===== config.mk =====
export PLATFORM = sky130hd
export DESIGN_NAME = fwft_word_packer
export DESIGN_NICKNAME = d
export VERILOG_FILES = /design/src/rtl/fwft_word_packer.sv
export SDC_FILE = /design/constraint.sdc
export NUM_CORES = 1
export LEC_CHECK = 0
export ABC_AREA = 1
export CAP_MARGIN = 15
export CELL_PAD_IN_SITES_DETAIL_PLACEMENT = 1
export CELL_PAD_IN_SITES_GLOBAL_PLACEMENT = 2
export CORE_MARGIN = 5
export CORE_UTILIZATION = 35
export CTS_BUF_LIST = sky130_fd_sc_hd__clkbuf_4
export DETAILED_ROUTE_END_ITERATION = 10
export PLACE_DENSITY = 0.93
export SYNTH_ARGS = -nofsm -noshare
export SYNTH_HDL_FRONTEND = slang
export SYNTH_SLANG_ARGS = --single-unit

===== constraint.sdc =====
create_clock -name clk -period 2.25 [get_ports clk]
set_clock_uncertainty 0.05 [all_clocks]
set_input_delay 0.45 -clock clk [delete_from_list [all_inputs] [get_ports clk]]
set_output_delay 0.45 -clock clk [all_outputs]
set_load 0.005 [all_outputs]

===== src/rtl/fwft_word_packer.sv =====
// Packs LANES consecutive words from an FWFT FIFO read port into one wide
// valid/ready word, emitting partial words on flush or after an idle timeout.
module fwft_word_packer #(
  parameter int IN_WIDTH = 8,
  parameter int LANES    = 4,
  parameter int TIMEOUT  = 16
) (
  input  logic                      clk,
  input  logic                      rst_n,
  input  logic                      fifo_has_data,
  input  logic [IN_WIDTH-1:0]       fifo_rd_data,
  output logic                      fifo_rd_en,
  input  logic                      flush,
  output logic                      m_valid,
  input  logic                      m_ready,
  output logic [IN_WIDTH*LANES-1:0] m_data,
  output logic [LANES-1:0]          m_keep
);

  localparam int CW = $clog2(LANES + 1);
  localparam int IW = (TIMEOUT > 0) ? $clog2(TIMEOUT + 1) : 1;
  localparam logic [CW-1:0] FULL_CNT = CW'(LANES);
  localparam logic [IW-1:0] IDLE_MAX = IW'(TIMEOUT);

  logic [LANES-1:0][IN_WIDTH-1:0] acc;
  logic [CW-1:0]                  cnt;
  logic [IW-1:0]                  idle;

  logic                           out_free;
  logic                           full;
  logic                           timeout_hit;
  logic                           emit;
  logic                           pop;
  logic [CW-1:0]                  lane_sel;
  logic [IN_WIDTH*LANES-1:0]      emit_data;
  logic [LANES-1:0]               emit_keep;

  assign out_free    = !m_valid || m_ready;
  assign full        = (cnt == FULL_CNT);
  assign timeout_hit = (TIMEOUT > 0) && (idle == IDLE_MAX);
  assign emit        = out_free && (full || ((cnt != '0) && (flush || timeout_hit)));
  assign pop         = fifo_has_data && (!full || emit);
  assign fifo_rd_en  = rst_n && pop;
  // A word popped in the emitting cycle always starts the next word.
  assign lane_sel    = emit ? '0 : cnt;

  // NOTE: every variable driven here gets a default first so no latch is inferred.
  always_comb begin
    emit_data = '0;
    emit_keep = '0;
    for (int i = 0; i < LANES; i++) begin
      emit_keep[i] = (CW'(i) < cnt);
      if (emit_keep[i]) emit_data[i*IN_WIDTH +: IN_WIDTH] = acc[i];
    end
  end

  // NOTE: the accumulator is a data store without reset; cnt alone marks which
  // lanes are meaningful, and stale lanes are masked to zero on emit.
  always_ff @(posedge clk) begin
    for (int i = 0; i < LANES; i++) begin
      if (pop && (lane_sel == CW'(i))) acc[i] <= fifo_rd_data;
    end
  end

  // NOTE: sequential state uses non-blocking assignments so all registers
  // update from the same pre-edge values.
  always_ff @(posedge clk or negedge rst_n) begin
    if (!rst_n) begin
      cnt     <= '0;
      idle    <= '0;
      m_valid <= 1'b0;
      m_data  <= '0;
      m_keep  <= '0;
    end else begin
      if (emit) begin
        m_data  <= emit_data;
        m_keep  <= emit_keep;
        m_valid <= 1'b1;
      end else if (m_ready) begin
        m_valid <= 1'b0;
      end

      if (emit)     cnt <= pop ? CW'(1) : '0;
      else if (pop) cnt <= cnt + 1'b1;

      if (pop || emit || (cnt == '0) || full) idle <= '0;
      else if (idle != IDLE_MAX)              idle <= idle + 1'b1;
    end
  end

endmodule

Word level (Yosys, flattened, before mapping)
Index checks and enable logic that the tools add are counted.

operators by class
  add/sub/neg operators = 2
  $lt $le $gt $ge = 4
  equality and inequality tests = 6
  muxes and demuxes = 12
  reduce and logical (&&, ||, !) cells = 23

operator list
  cell                                                                  number
  8-bit two-way mux                                                     4
  5-bit two-way mux                                                     2
  3-bit two-way mux                                                     3
  1-bit logical AND                                                     8
  1-bit logical OR                                                      7
  3-bit by 2-bit == test with 1-bit output (second input constant)      2
  3-bit logical NOT                                                     2
  1-bit by 3-bit < comparator with 1-bit output (first input constant)  2
  2-bit by 3-bit < comparator with 1-bit output (first input constant)  2
  2-bit nonzero test                                                    3
  5-bit by 1-bit adder with 5-bit output (second input constant)        1
  5-bit == test (second input constant)                                 1
  5-bit inequality test (second input constant)                         1
  3-bit by 1-bit adder with 3-bit output (second input constant)        1
  3-bit by 1-bit == test with 1-bit output (second input constant)      1
  3-bit == test (second input constant)                                 1
  1-bit two-way mux                                                     3
  3-bit nonzero test                                                    1
  1-bit logical NOT                                                     2

word-level totals
  register bits after elaboration = 77
  bits of input ports = 13
  output and inout bits = 38
  logic and storage cells = 56

Logic depth before layout (Yosys ltp)
  word-level depth = 11
  mapped depth = 12
  mapped depth without buffers = 11

Worst setup path before layout
Ideal clock, no wire load.

  kind = reg-to-reg
  start = reg idle[0]
  end = reg acc[10] in the netlist's numbering (enable)
  setup time = 0.370 ns
  arrival time = 1.598 ns
  required time = 1.830 ns
  slack = 0.232 ns
  stages on the path, launching flop included = 11
  buffers on the path = 1
  period minus slack after synthesis = 2.018 ns
  cells stage by stage = dfrtp_1 -> inv_1 -> ha_1 -> nand2_1 -> inv_1 -> nand2_2 -> nand3_2 -> nand3_4 -> buf_6 -> nand3_1 -> nor2_1

on the way
  cells in the longest elaborated chain, start to end = 8
  elaborated cells between the ends (all ways) = 10
  classes of those cells = eq/ne: 2; mux: 1; reduce/logical: 7

ends and longest elaborated chain
  element                                                                               line    text
  start, declared                                                                       27      logic [IW-1:0] idle;
  start signal, assigned                                                                87      else if (idle != IDLE_MAX) idle <= idle + 1'b1;
  5-bit == test (*)                                                                     40      assign timeout_hit = (TIMEOUT > 0) && (idle == IDLE_MAX);
  1-bit logical OR (*)                                                                  41      assign emit = out_free && (full || ((cnt != '0) && (flush || timeout_hit)));
  1-bit logical AND (*)                                                                 41
  1-bit logical OR (*)                                                                  41
  1-bit logical AND (*)                                                                 41
  3-bit two-way mux / 1-bit logical OR (equally long branches)                          45, 42
  3-bit by 1-bit == test with 1-bit output / 1-bit logical AND (equally long branches)  61, 42
  1-bit logical AND (*)                                                                 61      if (pop && (lane_sel == CW'(i))) acc[i] <= fifo_rd_data;
  end signal, assigned by index                                                         61
  end, declared                                                                         25      logic [LANES-1:0][IN_WIDTH-1:0] acc;

Every way passes the cells marked *; elsewhere a longest branch is shown, timed or not.
A chain may end at the register's enable or synchronous reset.

Final worst setup path
  start = reg cnt[1]
  end = out fifo_rd_en

on the way
  cells in the longest elaborated chain, start to end = 7
  elaborated cells between the ends (all ways) = 9
  classes of those cells = eq/ne: 1; reduce/logical: 8

ends and longest elaborated chain
  element                 line  text
  start, declared         26    logic [CW-1:0] cnt;
  start signal, assigned  83    if (emit) cnt <= pop ? CW'(1) : '0;
  start signal, assigned  84    else if (pop) cnt <= cnt + 1'b1;
  3-bit nonzero test      41
  1-bit logical AND       41
  1-bit logical OR        41
  1-bit logical AND       41
  1-bit logical OR (*)    42    assign pop = fifo_has_data && (!full || emit);
  1-bit logical AND (*)   42
  1-bit logical AND (*)   43    assign fifo_rd_en = rst_n && pop;
  end, declared           12    output logic fifo_rd_en,

Marks and branches as above.

==> results.cfg <==
[sta]
fin_crit_ns = 2.10
finalCritPeriodShare_pct = 93.4
worst_slew_pin_slew_ns = 0.584
slew_viol_final = 0
hold_viol = 0
worst_slack_ns = 0.149
max_freq_mhz = 476
relSlewSlack_pct = 61.0
hold_ws_ns = 0.0833
setup_viol = 0

[placement]
post_dp_cell_area_sq_um = 3560
portBuffers = 50
gp_congestion = 0.755
dpl.hpwl_um = 4700
place_worst_setup_slack_ns = 0.0401

[global_routing]
grt_pass1_vias = 2154
use_met1_pct = 17.0
grt_max_degree = 46
grt_usage_pct = 13.8
use_met3_pct = 2.89
grt-ovfl-total = 0
gr-usage-met2_pct = 23.4
grt_pass1_wl_um = 10700
top_usage_layer = met2
antenna_found_initial = 0

[worst_setup_path]
cp_max_fo = 3
cpMostUsedCell = nand2_1
path_cells = inv_1, ha_4, nand2_1, inv_1, nand2_1, nand2_1, nor2_1, dlygate4sd2_1
ff2ff_path_depth = 7
reg2reg_setup_slack_ns = 0.33
worstReg2RegEnd = acc[5]
end_kind = output pin
worstPathRequired_ns = 1.75
max_stage_delay_ns = 0.39
timing.rr.start = cnt[1]
arrival_ns = 1.60
crit_type = flop to output pin
start_kind = flop
cpMaxStageDelayCell = dfrtp_1

[route]
drt_iter0_drc = 88
vias_per_cell = 4.48
drt-pass1-iter-count = 4
wl_per_cell_um = 14.7
antenna_left = 0
routed_wl_um = 6430
dr_total_vias = 1958
drcViolationCount = 0

[finish]
multi_input_area_sq_um = 721
antennaDiodeCount = 0
drive_gt1_share_pct = 9.94
ff_latch_area_sq_um = 2090
area_growth_pct = 27.2
postLayoutCoreUtil_pct = 45.4
fin_nets = 344
n_fill_cell = 913
stdcell_area_sq_um = 3710

[synthesis]
ys_ff_latch = 77
synth_cells = 261
synth_top_area_cell = dfrtp_1
yosys_warnings = 0
syn_area_sq_um = 2920
syn_avg_cell_area_sq_um = 11.2
synth.area.top_cells = dfrtp_1 39%, edfxtp_1 33%, nand2_1 15%
yosysSeqAreaShare_pct = 71.5
syn_nets = 278
synth_top_cell_area_share_pct = 38.6
netlist-cell-type-count = 17

[clocking]
hold_buffers = 0
cts_tree = built
clkTransAtPathRegs_ns = 0.11
cts_max_path_buffers = 2
root_buffer = clkbuf_4
clk_latency_ns = 0.40
numCtsBuffers = 9
h-tree-depth = 3
cts_sinks = 77

[floorplanning]
ios = 51
die_h_um = 101
die_area_sq_um = 10300
start_util_pct = 35.7
core_sq_um = 8180
placementRows = 33
die-width_um = 101

[power]
vdd_drop_max_v = 0.000502
leakagePower_nw = 1.72
pwr_density_cell_nw_per_um2 = 1190

[run]
maxCapViolations = 0

[hold_path]
hold_class = primary input to asynchronous set/reset pin

[run_status]
status = finished clean
[placed cells by master, fill, tap and decap left out]
| cell type | n |
|---|---|
| nand2_1 | 116 |
| clkdlybuf4s50_1 | 48 |
| dfrtp_1 | 45 |
| edfxtp_1 | 32 |
| inv_1 | 21 |
| nor2_1 | 12 |
| buf_4 | 10 |
| clkbuf_4 | 9 |
| o21ai_0 | 7 |
| xor2_1 | 5 |
| nand3_1 | 4 |
| nor2_2 | 4 |
| ha_1 | 3 |
| clkinv_2 | 3 |
| clkinv_1 | 3 |
| nand3_2 | 2 |
| nand2_2 | 1 |
| nand3_4 | 1 |
| a21oi_1 | 1 |
| nor3_1 | 1 |
| ha_4 | 1 |
| bufinv_16 | 1 |
| buf_2 | 1 |
| dlygate4sd2_1 | 1 |
[cells in the mapped netlist]
library cell	instances
nand3_1	4
nand2_1	116
buf_2	2
ha_1	4
nor2_1	12
dfrtp_1	45
nand2_2	1
a21oi_1	1
nor3_1	1
nand3_2	2
nor2_2	4
nand3_4	1
edfxtp_1	32
buf_6	3
o21ai_0	7
inv_1	21
xor2_1	5
[where the power goes]
group          total (mW)  internal, mW  leakage (nW)  switching [mW]
Sequential           2.07          1.88         0.891           0.190
Combinational        1.58         0.762         0.758           0.814
Clock               0.769         0.323        0.0720           0.446
Total                4.41          2.96          1.72            1.45
[per-layer routing]
metal	share of wire [%]	routed length, um
met1	44	2810
met2	51	3270
met3	3.6	234
met4	1.8	113
met5	0	0
[worst max path at each step]
stage          startpoint    endpoint  slack, ns  cells after the start
3_3_place_gp      m_ready  fifo_rd_en       0.07                      6
6_report           cnt[1]  fifo_rd_en       0.15                      8
4_1_cts            cnt[1]  fifo_rd_en       0.10                      8
3_5_place_dp      m_ready  fifo_rd_en       0.04                      6
5_1_grt            cnt[1]  fifo_rd_en     -0.003                      8
2_1_floorplan     idle[0]     acc[10]       0.23                     10
[final cells by class]
cell class	count	share of cell area [%]
clock inverter	7	1.52
tap	105	3.54
sequential	77	56.2
clock buffer	9	1.82
timing repair buffer	60	15.3
inverter	21	2.12
multi-input combinational	158	19.4
[sequential cells by signal (all words and copies together) (netlist names)]
signal   count
cnt          3
idle         5
m_valid      1
acc         32
m_data      32
m_keep       4
[cells by family after synthesis]
family          Yosys count  share of synthesized area (%)
xor+xnor                  5                           1.50
compound gates            8                           1.37
flops                    77                           71.5
simple gates            141                           19.7
fa+ha+maj                 4                           1.72
buf+inv                  26                           4.20
[through the flow]
step | power (mW) | setup TNS (ns) | std cells
floorplan | 2.84 | 0 | 261
global placement | 3.60 | 0 | 419
detailed placement | 3.68 | 0 | 419
CTS | 4.46 | 0 | 436
global route | 4.76 | -0.00290 | 437
finish | 4.41 | 0 | 437
[critical path: cells and delay by family (launching register included)]
kind / cells / cell delay, ns
flops: 1 / 0.39
fa+ha+maj: 1 / 0.15
buf+inv: 3 / 0.42
simple gates: 4 / 0.24
[timing repair]
item | in CTS | in global routing
resized for setup | 1 | 2
setup endpoints to repair | 1 | 1
pin swaps | 0 | 0
cloned | 0 | 0
setup buffers | 1 | 1
Note: power is estimated with default switching activity, not from simulation.
